[config.mk]
export PLATFORM = sky130hd
export DESIGN_NAME = invsqrt_stream_ctrl_flat
export DESIGN_NICKNAME = d
export VERILOG_FILES = /design/src/rtl/invsqrt_stream_ctrl_if.sv /design/src/rtl/invsqrt_stream_ctrl.sv /design/src/flat_wrapper.sv
export SDC_FILE = /design/constraint.sdc
export NUM_CORES = 1
export LEC_CHECK = 0
export BUFFER_PORTS_ARGS = -buffer_cell sky130_fd_sc_hd__buf_2
export CAP_MARGIN = 30
export CORE_MARGIN = 2
export CORE_UTILIZATION = 59
export DETAILED_ROUTE_END_ITERATION = 8
export PLACE_DENSITY = 0.84
export REMOVE_ABC_BUFFERS = 1
export SLEW_MARGIN = 20
export SYNTH_ARGS = -nofsm -noshare
export SYNTH_HDL_FRONTEND = slang
export SYNTH_SLANG_ARGS = --single-unit
[constraint.sdc]
create_clock -name clk -period 5.9 [get_ports clk]
set_input_delay 1.18 -clock clk [delete_from_list [all_inputs] [get_ports clk]]
set_output_delay 1.18 -clock clk [all_outputs]
set_load 0.005 [all_outputs]
[src/rtl/invsqrt_stream_ctrl_if.sv]
// Stream and core-side signal bundle for invsqrt_stream_ctrl.
// slave: the controller's view. master: the environment's view (operand source, result sink, core).
interface invsqrt_stream_ctrl_if;
  logic        s_valid;
  logic        s_ready;
  logic [31:0] s_data;
  logic        m_valid;
  logic        m_ready;
  logic [31:0] m_data;
  logic        m_err;
  logic        core_start;
  logic [31:0] core_float_in;
  logic [31:0] core_float_out;
  logic        core_ready;

  modport slave (
    input  s_valid, s_data, m_ready, core_float_out, core_ready,
    output s_ready, m_valid, m_data, m_err, core_start, core_float_in
  );

  modport master (
    output s_valid, s_data, m_ready, core_float_out, core_ready,
    input  s_ready, m_valid, m_data, m_err, core_start, core_float_in
  );
endinterface

[src/rtl/invsqrt_stream_ctrl.sv]
// Feeds buffered float operands to the invsqrt core one at a time and returns
// results in order. A hung core is abandoned after TIMEOUT cycles; in that case
// the result is a quiet NaN with m_err set.
module invsqrt_stream_ctrl #(
  parameter int unsigned FIFO_DEPTH = 4,
  parameter int unsigned TIMEOUT    = 64
) (
  input  logic                        clk,
  input  logic                        rst,
  invsqrt_stream_ctrl_if.slave        bus,
  output logic                        busy,
  output logic [7:0]                  timeout_cnt
);

  localparam int unsigned AW       = $clog2(FIFO_DEPTH);
  localparam int unsigned TW       = $clog2(TIMEOUT);
  localparam int unsigned TMAX_I   = TIMEOUT - 1;
  localparam logic [AW:0]   FULL_CNT = FIFO_DEPTH[AW:0];
  localparam logic [TW-1:0] TMAX     = TMAX_I[TW-1:0];
  localparam logic [31:0]   QNAN     = 32'h7FC0_0000;

  typedef enum logic [1:0] {ST_IDLE, ST_START, ST_WAIT, ST_DRAIN} state_t;

  // Operand FIFO
  logic [31:0]   mem_q [FIFO_DEPTH];
  logic [AW-1:0] wr_ptr_q, rd_ptr_q;
  logic [AW:0]   count_q, count_d;
  logic          full, empty, push, pop, s_ready;

  // Control
  state_t        state_q;
  logic          ready_q;
  logic [TW-1:0] timer_q;
  logic          m_valid_q, m_err_q, core_start_q;
  logic [31:0]   m_data_q, core_in_q;
  logic [7:0]    tcnt_q;
  logic          capture;

  assign full    = (count_q == FULL_CNT);
  assign empty   = (count_q == '0);
  assign s_ready = !full && !rst;
  assign push    = bus.s_valid && s_ready;
  // A launch needs the output slot free and the core's done level low, so a
  // stale done from the previous transaction can never be taken as a result.
  assign pop     = (state_q == ST_IDLE) && !empty && !m_valid_q && !bus.core_ready;
  assign capture = bus.core_ready && !ready_q;

  assign bus.s_ready       = s_ready;
  assign bus.m_valid       = m_valid_q;
  assign bus.m_data        = m_data_q;
  assign bus.m_err         = m_err_q;
  assign bus.core_start    = core_start_q;
  assign bus.core_float_in = core_in_q;
  assign busy              = (state_q != ST_IDLE) || !empty;
  assign timeout_cnt       = tcnt_q;

  // Occupancy next value; simultaneous push and pop leaves it unchanged.
  always_comb begin
    count_d = count_q;
    case ({push, pop})
      2'b10:   count_d = count_q + 1'b1;
      2'b01:   count_d = count_q - 1'b1;
      default: count_d = count_q;
    endcase
  end

  // FIFO storage and pointers; pointers wrap naturally at the power-of-2 depth.
  always_ff @(posedge clk) begin
    if (rst) begin
      wr_ptr_q <= '0;
      rd_ptr_q <= '0;
      count_q  <= '0;
    end else begin
      if (push) begin
        mem_q[wr_ptr_q] <= bus.s_data;
        wr_ptr_q        <= wr_ptr_q + 1'b1;
      end
      if (pop) rd_ptr_q <= rd_ptr_q + 1'b1;
      count_q <= count_d;
    end
  end

  // Transaction FSM with registered start pulse, operand and result outputs.
  always_ff @(posedge clk) begin
    if (rst) begin
      state_q      <= ST_IDLE;
      ready_q      <= 1'b0;
      timer_q      <= '0;
      m_valid_q    <= 1'b0;
      m_data_q     <= '0;
      m_err_q      <= 1'b0;
      core_start_q <= 1'b0;
      core_in_q    <= '0;
      tcnt_q       <= '0;
    end else begin
      ready_q      <= bus.core_ready;
      core_start_q <= 1'b0;
      if (m_valid_q && bus.m_ready) m_valid_q <= 1'b0;
      case (state_q)
        ST_IDLE: begin
          if (pop) begin
            core_in_q    <= mem_q[rd_ptr_q];
            core_start_q <= 1'b1;
            state_q      <= ST_START;
          end
        end
        ST_START: begin
          timer_q <= '0;
          state_q <= ST_WAIT;
        end
        ST_WAIT: begin
          timer_q <= timer_q + 1'b1;
          // m_valid is known to be 0 here, so setting it cannot collide with the clear above.
          if (capture) begin
            m_data_q  <= bus.core_float_out;
            m_err_q   <= 1'b0;
            m_valid_q <= 1'b1;
            state_q   <= ST_DRAIN;
          end else if (timer_q == TMAX) begin
            m_data_q  <= QNAN;
            m_err_q   <= 1'b1;
            m_valid_q <= 1'b1;
            if (tcnt_q != 8'hFF) tcnt_q <= tcnt_q + 8'd1;
            state_q   <= ST_DRAIN;
          end
        end
        ST_DRAIN: begin
          if (!bus.core_ready) state_q <= ST_IDLE;
        end
        default: state_q <= ST_IDLE;
      endcase
    end
  end

endmodule

[src/flat_wrapper.sv]
// flat-port wrapper written by rule: the top's interface ports become plain ports
module invsqrt_stream_ctrl_flat 
#(
  parameter int unsigned FIFO_DEPTH = 4,
  parameter int unsigned TIMEOUT    = 64
)
  (clk, rst, busy, timeout_cnt, bus_s_valid, bus_s_data, bus_m_ready, bus_core_float_out, bus_core_ready, bus_s_ready, bus_m_valid, bus_m_data, bus_m_err, bus_core_start, bus_core_float_in);
  invsqrt_stream_ctrl_if bus_i ();
  input  logic clk;
  input  logic rst;
  output logic busy;
  output logic [7:0] timeout_cnt;
  input wire logic [$bits(bus_i.s_valid)-1:0] bus_s_valid;
  input wire logic [$bits(bus_i.s_data)-1:0] bus_s_data;
  input wire logic [$bits(bus_i.m_ready)-1:0] bus_m_ready;
  input wire logic [$bits(bus_i.core_float_out)-1:0] bus_core_float_out;
  input wire logic [$bits(bus_i.core_ready)-1:0] bus_core_ready;
  output wire logic [$bits(bus_i.s_ready)-1:0] bus_s_ready;
  output wire logic [$bits(bus_i.m_valid)-1:0] bus_m_valid;
  output wire logic [$bits(bus_i.m_data)-1:0] bus_m_data;
  output wire logic [$bits(bus_i.m_err)-1:0] bus_m_err;
  output wire logic [$bits(bus_i.core_start)-1:0] bus_core_start;
  output wire logic [$bits(bus_i.core_float_in)-1:0] bus_core_float_in;
  assign bus_i.s_valid = bus_s_valid;
  assign bus_i.s_data = bus_s_data;
  assign bus_i.m_ready = bus_m_ready;
  assign bus_i.core_float_out = bus_core_float_out;
  assign bus_i.core_ready = bus_core_ready;
  assign bus_s_ready = bus_i.s_ready;
  assign bus_m_valid = bus_i.m_valid;
  assign bus_m_data = bus_i.m_data;
  assign bus_m_err = bus_i.m_err;
  assign bus_core_start = bus_i.core_start;
  assign bus_core_float_in = bus_i.core_float_in;
  invsqrt_stream_ctrl #(.FIFO_DEPTH(FIFO_DEPTH), .TIMEOUT(TIMEOUT)) u_core (.clk(clk), .rst(rst), .bus(bus_i), .busy(busy), .timeout_cnt(timeout_cnt));
endmodule
Word level (Yosys, flattened, before mapping)

Memories as Yosys holds them, arrays and structs flattened. A register that Yosys moved wholly into a read port is not among the register bits.
Index checks and enable logic that the tools add are counted.

Input port bits: 69
Output and inout bits: 77
Bits in registers: 59
Memories kept: 1
Bits in writable memories: 128
Word-level logic and storage cells: 75

Equality and inequality tests: 11
Bitwise logic cells: 2
Multiplexer cells: 19
Add/sub/neg operators: 6
Reduce and logical (&&, ||, !) cells: 25

Memory list:

| name         | words | bits a word | rd ports | clocked after Yosys merged registers in | write ports | RTL line                  | text |
|---|---|---|---|---|---|---|---|
| u_core.mem_q | 4     | 32          | 1        | 1                                       | 1           | invsqrt_stream_ctrl.sv:25 | `logic [31:0] mem_q [FIFO_DEPTH];` |

Operators with widths:

| cell                | count |
|---|---|
| $mux 32             | 2 |
| $pmux 6 s2          | 1 |
| $mux 1              | 10 |
| $add 8x1->8 const B | 1 |
| $mux 2              | 4 |
| $ne 8x8->1 const B  | 1 |
| $pmux 2 s4          | 1 |
| $reduce_bool 2->1   | 4 |
| $logic_and 1x1->1   | 7 |
| $add 6x1->6 const B | 1 |
| $eq 2x2->1 const B  | 3 |
| $eq 6x6->1 const B  | 1 |
| $logic_not 1->1     | 6 |
| $pmux 3 s2          | 1 |
| $add 2x1->2 const B | 2 |
| $eq 2x1->1 const B  | 2 |
| $reduce_and 2->1    | 2 |
| $reduce_and 4->1    | 1 |
| $add 3x1->3 const B | 1 |
| $eq 3x3->1 const B  | 1 |
| $logic_not 3->1     | 1 |
| $ne 3x1->1 const B  | 1 |
| $reduce_and 3->1    | 1 |
| $sub 3x1->3 const B | 1 |
| other kinds (6)     | 7 |

Depth between registers and ports, before layout

Depth after elaboration: 7
Mapped depth: 11
Depth with buffers taken out: 10

Worst setup path after synthesis

Ideal clock, no wire load.

Path type: input to register
Start point: input bus_core_ready
End point: register u_core.count_q[2]
Setup time: 70 ps
Buffers on the path: 1
Arrival: 3,137 ps
Data required time: 5,830 ps
Path slack: 2,693 ps
Stages on the path: 10
Path through: nor2_1 > nand3_1 > clkinv_1 > clkbuf_1 > ha_1 > inv_1 > fa_1 > xor2_1 > or3_1 > a21oi_1

Cells in the longest elaborated chain, start to end: 4
Elaborated cells between the ends (all ways): 6
Classes of those cells: eq/ne (2); mux (1); reduce/logical (3)

RTL lines:

| what                                                   | RTL line                  | text |
|---|---|---|
| start: declaration                                     | flat_wrapper.sv:17        | `input wire logic [$bits(bus_i.core_ready)-1:0] bus_core_ready;` |
| $logic_not 1->1 *                                      | invsqrt_stream_ctrl.sv:45 | `assign pop = (state_q == ST_IDLE) && !empty && !m_valid_q && !bus.core_ready;` |
| $logic_and 1x1->1 *                                    | invsqrt_stream_ctrl.sv:45 |  |
| via u_core.pop                                         | invsqrt_stream_ctrl.sv:28 | `logic full, empty, push, pop, s_ready;` |
| $eq 2x1->1 / $eq 2x2->1 (equally long branches)        | invsqrt_stream_ctrl.sv:60 | `case ({push, pop})` |
| $pmux 3 s2 / $reduce_bool 2->1 (equally long branches) | -                         |  |
| end signal: assignment                                 | invsqrt_stream_ctrl.sv:79 | `count_q <= count_d;` |
| end: declaration                                       | invsqrt_stream_ctrl.sv:27 | `logic [AW:0] count_q, count_d;` |

The timed path passes the listed nets; every way through them passes the cells marked *.
A chain may end at the register's enable or synchronous reset.

Worst setup path after layout

Start point: input bus_core_ready
End point: register u_core.count_q[2]

Cells in the longest elaborated chain, start to end: 4
Elaborated cells between the ends (all ways): 6
Classes of those cells: eq/ne (2); mux (1); reduce/logical (3)

RTL lines:

| what                                                   | RTL line |
|---|---|
| $logic_not 1->1 *                                      | invsqrt_stream_ctrl.sv:45 |
| $logic_and 1x1->1 *                                    | invsqrt_stream_ctrl.sv:45 |
| $eq 2x1->1 / $eq 2x2->1 (equally long branches)        | invsqrt_stream_ctrl.sv:60 |
| $pmux 3 s2 / $reduce_bool 2->1 (equally long branches) | - |

Mark *: on every way between the ends. The rest lies on a longest branch, timed or not.

==> results.txt <==
Detailed Route WL: 16700 µm
First-pass GRT wire length: 26300 µm
Worst path arrival time: 3.75 ns
Die width: 121 µm
Count of final max-slew check failures: 0
1st-iter DRT viols: 429
Die Y: 121 µm
PwrDens: 398 nW/µm²
Hold Path End: u_core.bus.core_float_in[16]
Vias in the first global route: 4997
Row count: 42
RSZ-0062 raised after global routing: no
Initial antenna violation count: 0
Layout area overhead: 19.8%
R2R Setup Slk: 2.95 ns
CTS tree: yes
Worst Reg-to-Reg Cells: 10
RR Endpoint: u_core.count_q[2]
Psw: 1.00 mW
Combinational share of power: 17.2%
Ports: 146
Die ar.: 14600 µm²
Clk pwr share: 34.8%
Clk_lat worst skew: 0.51 ns
Total number of vias: 4955
Clk slew on worst S/H paths: 0.06 ns
Initial core utilization: 60.4%
Antenna Cells: 0
Netlist cell types: 42
Delay-heaviest family, CP: simple AND/OR/NAND/NOR gates
Post-synth top flop: edfxtp_1
Routed wire length per instance: 19.1 µm
Pre-CTS setup slack: 2.08 ns
Crit. End Element: flop
Status: completed
Worst slew pin tran: 0.913 ns
Clk_skew: 0.0225 ns
HP Class: flop to flop
Synthesis warning total: 0
DPL Wire Length: 10200 µm
FMAX: 0.300 GHz
Seq pwr share: 47.9%
Worst hold margin: 0.449 ns
Post-route setup TNS: 0 ns
Clock tree buffer depth: 3
CP required: 6.32 ns
Vias per cell: 5.67
Seq/Total Area, Yosys: 70.5%
Worst VDD drop: 0.345 mV
RD Place Congestion: 0.795
Layout cell share with drive strength beyond 1: 33.2%
PortBufs: 145
Launching point of the worst reg2reg path: u_core.state_q[0]
# Post-CTS Setup Buffers: 0
Worst Min Path Start: u_core.bus.core_float_in[16]
Final setup violation count: 0
Aggregate global-route resource usage: 23.6%
Clk sinks: 219
Remaining global-route overflow: 0
H-Tree Depth: 1
Async SR Flop Fraction: 0%
Cell Area, Synth: 8030 µm²
Leak: 3.61 nW
Placed inst area: 8920 µm²
CP max-delay cell: nand3_2
Hold path cells: 2
Pin count of the biggest net entering global routing: 56
Total power: 3.83 mW
Hold Fails Final Rpt: 0
Final period utilization: 56.5%
Synth Register Bits: 219
DRT antenna net count: 0
Gate Count Post-Synth: 537
Cell Count Post-Placement: 834
CP Max Fanout: 34
Fin cells: 874
Layout Nets: 763
Sw Ratio: 26.1%
Post-layout instance area: 9630 µm²
CTS resizes: 0
Max Cap Viol: 0
Initial DRT Pass Iterations: 5
CTS buffer count: 22
Fin crit period: 3.33 ns
Crit path kind: primary input to flop
Syn avg cell area: 15.0 µm²
Pint: 2.83 mW
Worst setup SP type: primary input
Cts hold-fix bufs: 0
CTS root buffer: clkbuf_16
Fin util: 72.4%
Slew headroom: 38.6%
Crit-path cells: buf_2 -> nor2_1 -> nand3_2 -> clkinv_1 -> ha_1 -> inv_1 -> fa_1 -> xor2_1 -> or3_1 -> a21oi_1
Core footprint: 13300 µm²
Fin worst setup slack: 2.57 ns
Max stage delay on crit path: 0.68 ns
EDFF count, synth: 128
CP Buf/Inv Count: 3
DRC: 0
flip-flops by register name, indices dropped and copies added (netlist names):
register                  flops
u_core.bus.m_valid            1
u_core.timer_q                6
u_core.timeout_cnt            8
u_core.bus.core_start         1
u_core.bus.m_err              1
u_core.rd_ptr_q               2
u_core.count_q                3
u_core.mem_q                128
u_core.ready_q                1
u_core.bus.core_float_in     32
u_core.bus.m_data            32
u_core.state_q                2
u_core.wr_ptr_q               2
area by class of cell:
| type | instances | area [µm²] |
|---|---|---|
| Fill cell | 823 | 3670 |
| Multi-Input combinational cell | 277 | 2230 |
| Inverter | 13 | 48.8 |
| Clock inverter | 5 | 76.3 |
| Timing Repair Buffer | 149 | 756 |
| Tap cell | 176 | 220 |
| Clock buffer | 35 | 631 |
| Sequential cell | 219 | 5670 |
worst max path at each step:
stage,start,end,cells past startpoint,slack [ns]
after CTS,bus_core_ready,u_core.count_q[2],10,2.59
after floorplan,bus_core_ready,u_core.count_q[2],9,2.02
final,bus_core_ready,u_core.count_q[2],10,2.57
after global placement,bus_core_ready,u_core.count_q[2],10,2.26
after global routing,bus_core_ready,u_core.count_q[2],10,2.35
after detailed placement,bus_core_ready,u_core.count_q[2],10,2.08
cells in the final DEF, fill, tap and decap left out, types with 5 or more instances in the layout:
cell | synthesis | routed
clkbuf_1 | 18 | 9
nor2b_1 | 5 | 5
a22o_1 | 23 | 23
ha_1 | 11 | 11
nand3_1 | 6 | 5
or3_1 | 5 | 5
dfxtp_1 | 91 | 89
xor2_1 | 6 | 6
o221a_2 | 10 | 10
inv_1 | 12 | 12
a21oi_1 | 44 | 44
buf_2 | 7 | 145
mux4_2 | 32 | 32
nor2_1 | 19 | 19
edfxtp_1 | 128 | 128
nand2_1 | 72 | 72
clkbuf_16 | 0 | 22
cell families (layout without fill, tap and decap cells):
family          count (synthesis)  count (layout)  synth area share, %
simple gates                  129             129                 7.21
mux                            35              35                 9.36
flops                         219             219                 70.5
compound gates                 92              92                 7.93
fa+ha+maj                      12              12                 1.96
xor+xnor                        9               9                0.981
buf+inv                        41             202                 2.02
worst register-to-register path: stages, from the launching register on:
cell and delay [ns]:
dfxtp_1 0.33, inv_1 0.11, ha_1 0.25, nand3_2 0.65
clkinv_1 0.23, ha_1 0.22, inv_1 0.07, fa_1 0.37
xor2_1 0.16, or3_1 0.31, a21oi_1 0.17
synth_stat cells, types with 4 or more instances:
cell	n	area, µm²
dfxtp_1	91	1820
xor2_1	6	52.6
nor2b_1	5	31.3
clkbuf_1	18	67.6
o221a_2	10	113
nand2_1	72	270
mux4_2	32	721
edfxtp_1	128	3840
buf_2	7	35.0
and2_1	5	31.3
or3_1	5	31.3
ha_1	11	138
o21ai_0	4	20.0
nand4_1	4	25.0
nand3_1	6	30.0
nor2_1	19	71.3
inv_1	12	45.0
a21oi_1	44	220
a22o_1	23	201
metal layers:
metal  vias to the layer above  GRT usage (%)  routed length [µm]
li1                       2306              -                   -
met1                      2454           29.3                6490
met2                       170           42.7                8950
met3                        25           4.29                 971
met4                         0           5.89                 310
met5                         -              0                   0
power by group through the flow:
stage,clock network [mW],registers (mW),logic [mW]
after detailed placement,0,1.87,0.653
final,1.34,1.84,0.659
after floorplan,0,1.87,0.394
after global placement,0,1.86,0.625
after global routing,1.42,1.85,0.725
after CTS,1.35,1.84,0.665
Note: power is estimated with default switching activity, not from simulation.
